[src/rtl/branch_ctrl.sv]
// branch_ctrl: branch/jump condition evaluation and PC-redirect sequencer.
// Accepts one resolve request at a time; a taken decision drives a held
// redirect to fetch until acknowledged, then a fixed-length pipeline flush.
module branch_ctrl #(
  parameter int XLEN         = 32,
  parameter int FLUSH_CYCLES = 2,
  parameter int CNT_W        = 16
) (
  input  logic             clk,
  input  logic             rst_n,
  input  logic             br_valid,
  output logic             br_ready,
  input  logic             branch,
  input  logic             jump,
  input  logic [2:0]       funct3,
  input  logic             zero,
  input  logic             lt,
  input  logic             ltu,
  input  logic [XLEN-1:0]  target,
  output logic             redirect_valid,
  output logic [XLEN-1:0]  redirect_pc,
  input  logic             redirect_ack,
  output logic             flush,
  output logic             br_illegal,
  output logic [CNT_W-1:0] taken_count
);

  // Flush counter must hold FLUSH_CYCLES; keep at least one bit when it is 0.
  localparam int FC_W = (FLUSH_CYCLES > 0) ? $clog2(FLUSH_CYCLES + 1) : 1;

  localparam logic [1:0] S_IDLE     = 2'd0;
  localparam logic [1:0] S_REDIRECT = 2'd1;
  localparam logic [1:0] S_FLUSH    = 2'd2;

  logic [1:0]       r_state;
  logic [FC_W-1:0]  r_flush_cnt;
  logic             r_br_ready;
  logic             r_redirect_valid;
  logic [XLEN-1:0]  r_redirect_pc;
  logic             r_flush;
  logic             r_br_illegal;
  logic [CNT_W-1:0] r_taken_count;

  logic             w_accept;
  logic             w_cond;
  logic             w_taken;
  logic             w_illegal;
  logic [XLEN-1:0]  w_target_aligned;

  assign w_accept         = br_valid & r_br_ready;
  assign w_taken          = jump | (branch & w_cond);
  assign w_illegal        = branch & ~jump & (funct3[2:1] == 2'b01);
  // Instruction targets are halfword aligned; bit 0 is always cleared.
  assign w_target_aligned = target & ~{{(XLEN-1){1'b0}}, 1'b1};

  // Evaluate the B-type condition from the ALU flags.
  always_comb begin
    w_cond = 1'b0;
    case (funct3)
      3'b000:  w_cond = zero;
      3'b001:  w_cond = ~zero;
      3'b100:  w_cond = lt;
      3'b101:  w_cond = ~lt;
      3'b110:  w_cond = ltu;
      3'b111:  w_cond = ~ltu;
      default: w_cond = 1'b0;
    endcase
  end

  // Sequencer state and all registered outputs.
  always_ff @(posedge clk or negedge rst_n) begin
    if (!rst_n) begin
      r_state          <= S_IDLE;
      r_flush_cnt      <= '0;
      r_br_ready       <= 1'b1;
      r_redirect_valid <= 1'b0;
      r_redirect_pc    <= '0;
      r_flush          <= 1'b0;
      r_br_illegal     <= 1'b0;
      r_taken_count    <= '0;
    end else begin
      r_br_illegal <= w_accept & w_illegal;
      case (r_state)
        S_IDLE: begin
          if (w_accept && w_taken) begin
            r_state          <= S_REDIRECT;
            r_redirect_pc    <= w_target_aligned;
            r_taken_count    <= r_taken_count + CNT_W'(1);
            r_br_ready       <= 1'b0;
            r_redirect_valid <= 1'b1;
          end
        end
        S_REDIRECT: begin
          if (redirect_ack) begin
            r_redirect_valid <= 1'b0;
            if (FLUSH_CYCLES == 0) begin
              r_state    <= S_IDLE;
              r_br_ready <= 1'b1;
            end else begin
              r_state     <= S_FLUSH;
              r_flush     <= 1'b1;
              r_flush_cnt <= FC_W'(FLUSH_CYCLES);
            end
          end
        end
        S_FLUSH: begin
          // The final flush cycle is the one where the counter reads 1.
          if (r_flush_cnt <= FC_W'(1)) begin
            r_state     <= S_IDLE;
            r_flush     <= 1'b0;
            r_br_ready  <= 1'b1;
            r_flush_cnt <= '0;
          end else begin
            r_flush_cnt <= r_flush_cnt - FC_W'(1);
          end
        end
        default: begin
          r_state          <= S_IDLE;
          r_br_ready       <= 1'b1;
          r_redirect_valid <= 1'b0;
          r_flush          <= 1'b0;
        end
      endcase
    end
  end

  assign br_ready       = r_br_ready;
  assign redirect_valid = r_redirect_valid;
  assign redirect_pc    = r_redirect_pc;
  assign flush          = r_flush;
  assign br_illegal     = r_br_illegal;
  assign taken_count    = r_taken_count;

endmodule

[config.mk]
export PLATFORM = sky130hd
export DESIGN_NAME = branch_ctrl
export DESIGN_NICKNAME = d
export VERILOG_FILES = /design/src/rtl/branch_ctrl.sv
export SDC_FILE = /design/constraint.sdc
export NUM_CORES = 1
export LEC_CHECK = 0
export ABC_AREA = 1
export BUFFER_PORTS_ARGS = -buffer_cell sky130_fd_sc_hd__buf_2
export CAP_MARGIN = 15
export CORE_UTILIZATION = 30
export CTS_CLUSTER_SIZE = 30
export DETAILED_ROUTE_END_ITERATION = 12
export GPL_ROUTABILITY_DRIVEN = 0
export PLACE_DENSITY_LB_ADDON = 0.15
export SYNTH_ARGS = -nofsm -noshare
export SYNTH_HDL_FRONTEND = slang
export SYNTH_SLANG_ARGS = --single-unit
[constraint.sdc]
create_clock -name clk -period 1.8 [get_ports clk]
set_input_delay 0.09 -clock clk [delete_from_list [all_inputs] [get_ports clk]]
set_output_delay 0.09 -clock clk [all_outputs]
set_load 0.01 [all_outputs]
==> results.ini, run 1 <==
[timing]
tns_ps = 0
hold_viol_final = 0
final.period_utilization_pct = 88.5
fmax_mhz = 628
fin_skew_ps = 11.1
setup_viol = 0
fin_hold_ws_ps = 7.21
finalCriticalPeriod_ps = 1590
slew_headroom_pct = 66.6
worst_slew_pin_slew_ps = 501
setup_ws_ps = 207
rsz0062_at_grt = false
drv_slew = 0

[drt]
vias_per_cell = 4.53
drtIter0Drc = 102
vias = 2506
firstDrtPassIters = 4
postRouteAntennaNets = 0
drc_errors = 0
wl_um = 6770
wire_per_inst_um = 12.2

[clock_network]
cts_buffers = 5
cts_sinks = 55
cts_root_buffer = clkbuf_8
insertion_delay_ps = 310
cts_tree = done
cts.clk_slew.worst_paths_ps = 100
cts_htree_levels = 2
postCtsSetupBuffers = 0
cts.path.max_buffers = 2

[die]
die_area_um2 = 9300
io_pins = 96
initial_core_util_pct = 30.8
rows = 34
core_um2 = 8680
die_h_um = 96.4
die_w_um = 96.4

[pwr]
ir_worst_vdd_uv = 408
p_leak_nw = 1.97
total_power_mw = 4.04
power.density_nw_per_um2 = 1120

[critical_path]
crit_family = simple AND/OR/NAND/NOR gates
startpoint_type = register
r2r_start = br_ready$_DFFE_PN1P_
endpoint_kind = register
worst-setup-path-type = reg -> reg
required_ps = 1990
crit_path_top_delay_cell = dfstp_2
path_buf_inv = 2
critPathMaxFanout = 51
r2r_end = taken_count[2]$_DFFE_PN0P_
r2r_cells = 9
critPathMostFrequentCell = nand2_1
rrSetupSlack_ps = 210
path_cells = nand2_1 > inv_1 > nand2_1 > inv_1 > nand2_4 > nand2_8 > nand2_8 > nand2_1 > o21ai_1
worst_path_largest_cell_delay_ps = 550
arrival_ps = 1780

[final_layout]
area_growth_pct = 34.4
regArea_um2 = 1380
fin_cells = 553
fill_cells = 940
final_common_cell = nand2_1
multi_input_area_um2 = 1110
fin_util_pct = 41.4
finalNetCount = 489
final_area_um2 = 3590
drive_gt1_share_pct = 26.5
diodes = 0
mostFrequentLayoutCells = nand2_1, buf_2, nand3_1

[run_status]
status = finished, final reports clean

[global_routing]
first_global_vias = 2227
grt_pass1_wl_um = 10700
grt.total_usage_pct = 14.9
antenna_found_initial = 0
grt_overflow = 0
grt_max_degree = 52

[placement]
place_ws_ps = 195
dp_cells = 520
port_buffers = 93
dp_hpwl_um = 4540
dpl_cell_area_um2 = 3250

[yosys]
ys_async_sr_fraction_pct = 100
ys_warn_count = 0
synth-edff-count = 0
synth-main-ff-cell = dfrtp_1
syn-instance-count = 327
yosysUniqueCellTypes = 27
syn-cell-area_um2 = 2680
yosys_register_bits = 55
synth_fp_nets = 372
synth-seq-area-share_pct = 51.5
syn_avg_cell_area_um2 = 8.18

[hold_path]
hp-class = in -> reg
min_to = redirect_pc[27]$_DFFE_PN0P_
hold_start = target[27]
holdPathStages = 3

[flow_run]
drv_cap = 0

## metal layers
layer  up-vias  part of all wire [%]  track usage, %
li1       1266                     -               -
met1      1174                    48            19.2
met2        56                    48            25.4
met3        10                   3.4            2.50
met4         0                   1.3            4.66
met5         -                     0               0
## worst max-delay path by stage
stage                                          start                           to  slack, ps  cells after the start
after floorplan           taken_count[0]$_DFFE_PN0P_  taken_count[14]$_DFFE_PN0P_        380                      7
after global placement          br_ready$_DFFE_PN1P_   taken_count[2]$_DFFE_PN0P_        220                      9
after CTS                       br_ready$_DFFE_PN1P_   taken_count[2]$_DFFE_PN0P_        180                      9
after global routing            br_ready$_DFFE_PN1P_   taken_count[2]$_DFFE_PN0P_         10                      9
after detailed placement        br_ready$_DFFE_PN1P_   taken_count[2]$_DFFE_PN0P_        200                      9
final                           br_ready$_DFFE_PN1P_   taken_count[2]$_DFFE_PN0P_        210                      9
## power by group
part / internal (mW) / switching, mW
registers: 1.63 / 0.218
clock network: 0.276 / 0.430
logic: 0.599 / 0.886
## logic make-up after synthesis
kind of cell / after synthesis / synth area share (%)
buf+inv: 39 / 7.06
simple gates: 211 / 35.3
xor+xnor: 13 / 4.26
other cells: 1 / 0.140
fa+ha+maj: 1 / 0.468
flops: 55 / 51.5
compound gates: 7 / 1.31
## flip-flops by register name, indices dropped and copies added, names as in the netlist
register / flops
br_illegal: 1
br_ready: 1
flush: 1
r_flush_cnt: 2
r_state: 2
redirect_pc: 31
redirect_valid: 1
taken_count: 16
## synthesized netlist by cell type (2+ instances only)
library cell  instances  area [um2]
xor2_1                9        78.8
nor3_2                2        20.0
nand4_1               2        12.5
o21ai_0               3        15.0
o21ai_1               3        15.0
dfrtp_1              54        1350
nand3_1              58         290
clkbuf_1              2        7.51
nor2_1                9        33.8
nand2_8               2        40.0
inv_1                23        86.3
buf_6                 2        22.5
nor3_1                7        35.0
nand2_1             127         477
buf_4                 6        45.0
xnor2_1               4        35.0
buf_2                 4        20.0
## what timing repair did
action / CTS / global route
hold endpoints to repair: 42 / 0
hold buffers: 25 / 0
endpoints found under the setup margin: 0 / 1
resized for setup: 0 / 1
## layout make-up
cell class	count	share of cell area, %
Clock buffer	5	1.91
Clock inverter	3	0.522
Inverter	24	2.51
Multi-Input combinational cell	233	30.9
Sequential cell	55	38.3
Tap cell	108	3.76
Timing Repair Buffer	125	22.1
## worst min-delay path: stages
cell	delay [ps]
buf_2	70
nand3_1	60
nand2_1	60
(Power assumes the default switching activity.)
==> inputs of run 2 (changes only) <==
--- a/config.mk
+++ b/config.mk
@@ -12,7 +12,7 @@
 export CTS_CLUSTER_SIZE = 30
 export DETAILED_ROUTE_END_ITERATION = 12
 export GPL_ROUTABILITY_DRIVEN = 0
-export PLACE_DENSITY_LB_ADDON = 0.15
+export PLACE_DENSITY = 0.6
 export SYNTH_ARGS = -nofsm -noshare
 export SYNTH_HDL_FRONTEND = slang
 export SYNTH_SLANG_ARGS = --single-unit
==> results.ini, run 2 (same netlist as run 1, synthesis figures left out) <==
[hold_path]
hp-class = in -> reg

[timing]
setup_viol = 0
worst_slew_pin_slew_ps = 570
hold_viol_final = 0
fmax_mhz = 614
fin_skew_ps = 8.43
tns_ps = 0
final.period_utilization_pct = 90.5
finalCriticalPeriod_ps = 1630
slew_headroom_pct = 62.0
drv_slew = 0
rsz0062_at_grt = false

[drt]
firstDrtPassIters = 4
wire_per_inst_um = 12.5
vias_per_cell = 4.56
vias = 2451
wl_um = 6700
drc_errors = 0
drtIter0Drc = 114
postRouteAntennaNets = 0

[die]
core_um2 = 8680
die_h_um = 96.4
initial_core_util_pct = 30.8
rows = 34
io_pins = 96
die_area_um2 = 9300
die_w_um = 96.4

[clock_network]
cts_root_buffer = clkbuf_8
cts_sinks = 55
cts.clk_slew.worst_paths_ps = 100
cts_tree = done
cts_htree_levels = 2
insertion_delay_ps = 310
cts.path.max_buffers = 2
cts_buffers = 5
cts-resized-gates = 0

[critical_path]
r2r_start = br_ready$_DFFE_PN1P_
worstSetupEndpoint = redirect_pc[20]$_DFFE_PN0P_
critPathMostFrequentCell = nand2_1
worst_path_largest_cell_delay_ps = 550
required_ps = 2000
startpoint = br_ready$_DFFE_PN1P_
critPathMaxFanout = 28
crit_family = simple AND/OR/NAND/NOR gates
endpoint_kind = register
startpoint_type = register
r2r_end = redirect_pc[20]$_DFFE_PN0P_
path_cells = nand2_1 > inv_1 > nand2_1 > inv_1 > nand2_4 > nand2_8 > nand2_4 > nand2_1 > nand2_1
crit_path_top_delay_cell = dfstp_2
worst-setup-path-type = reg -> reg
arrival_ps = 1830
worstSetupPathDepth = 9
r2r_cells = 9
path_buf_inv = 2
rrSetupSlack_ps = 170

[pwr]
p_leak_nw = 1.91
power.density_nw_per_um2 = 1200
ir_worst_vdd_uv = 512

[final_layout]
mostFrequentLayoutCells = nand2_1, buf_2, nand3_1
final_common_cell = nand2_1
diodes = 0
largest_reg_flops = 31
fin_util_pct = 39.6
drive_gt1_share_pct = 27.0
area_growth_pct = 28.5
finalNetCount = 474

[global_routing]
first_global_vias = 2096
grt_pass1_wl_um = 9800
antenna_found_initial = 0
grt_max_degree = 52
grt_overflow = 0
grt.total_usage_pct = 13.7

[flow_run]
drv_cap = 0

[placement]
port_buffers = 93
dp_hpwl_um = 4530

[run_status]
status = finished, final reports clean

[run 2: cell count changes in the layout (fill, tap and decap cells not counted), sizes merged]
cell | previous run | this run
bufinv | 0 | 1
clkbuf | 5 | 7
clkinv | 2 | 0
dlygate4sd3 | 25 | 9
inv | 25 | 24
nand2 | 131 | 132
[run 2: layout make-up]
| class | instances | area [um2] |
|---|---|---|
| Timing Repair Buffer | 109 | 608 |
| Clock buffer | 7 | 76.3 |
| Multi-Input combinational cell | 234 | 1120 |
| Inverter | 24 | 90.1 |
| Clock inverter | 1 | 30.0 |
| Tap cell | 108 | 135 |
| Fill cell | 908 | 5240 |
| Sequential cell | 55 | 1380 |
[run 2: worst min path at each step]
stage,slack [ps],to,startpoint,depth (start not counted)
final,10,redirect_pc[31]$_DFFE_PN0P_,target[31],3
after global routing,4,redirect_pc[29]$_DFFE_PN0P_,target[29],3
after floorplan,-210,br_illegal$_DFF_PN0_,rst_n,0
after CTS,1,redirect_pc[21]$_DFFE_PN0P_,target[21],3
after global placement,120,redirect_pc[4]$_DFFE_PN0P_,rst_n,1
after detailed placement,130,redirect_pc[4]$_DFFE_PN0P_,rst_n,1
[run 2: power breakdown]
group	switching (mW)	leakage, nW	total, mW	internal, mW
Combinational	0.899	1.14	1.46	0.564
Clock	0.395	0.0524	0.812	0.417
Sequential	0.224	0.713	1.85	1.63
Total	1.52	1.91	4.13	2.61
[run 2: timing repair]
| action | in CTS | in global routing |
|---|---|---|
| buffers inserted | 0 | 0 |
| setup endpoints to repair | 0 | 3 |
| hold endpoints to repair | 29 | 0 |
| hold buffers | 9 | 0 |
[run 2: layer usage]
layer  track usage (%)  part of all wire (%)
met3              2.82                   4.8
met4              2.94                  0.46
met1              17.7                    46
met5                 0                     0
met2              23.6                    48
[run 2: per-stage QoR]
stage                     instances  total power [mW]  setup slack (ps)  hold slack, ps  area, um2
final                           538              4.13               170            12.2       3440
after global routing            538              4.47              34.1            3.87       3440
after CTS                       537              4.17               102            1.01       3430
after detailed placement        520              3.33               124             127       3230
after global placement          520              3.28               178             124       3230
after floorplan                 327              2.70               377            -206       2680
[run 2: worst reg2reg max path, stage by stage (launching register included)]
cell,delay [ps]
dfstp_2,550
nand2_1,50
inv_1,60
nand2_1,60
inv_1,90
nand2_4,80
nand2_8,200
nand2_4,250
nand2_1,130
nand2_1,50
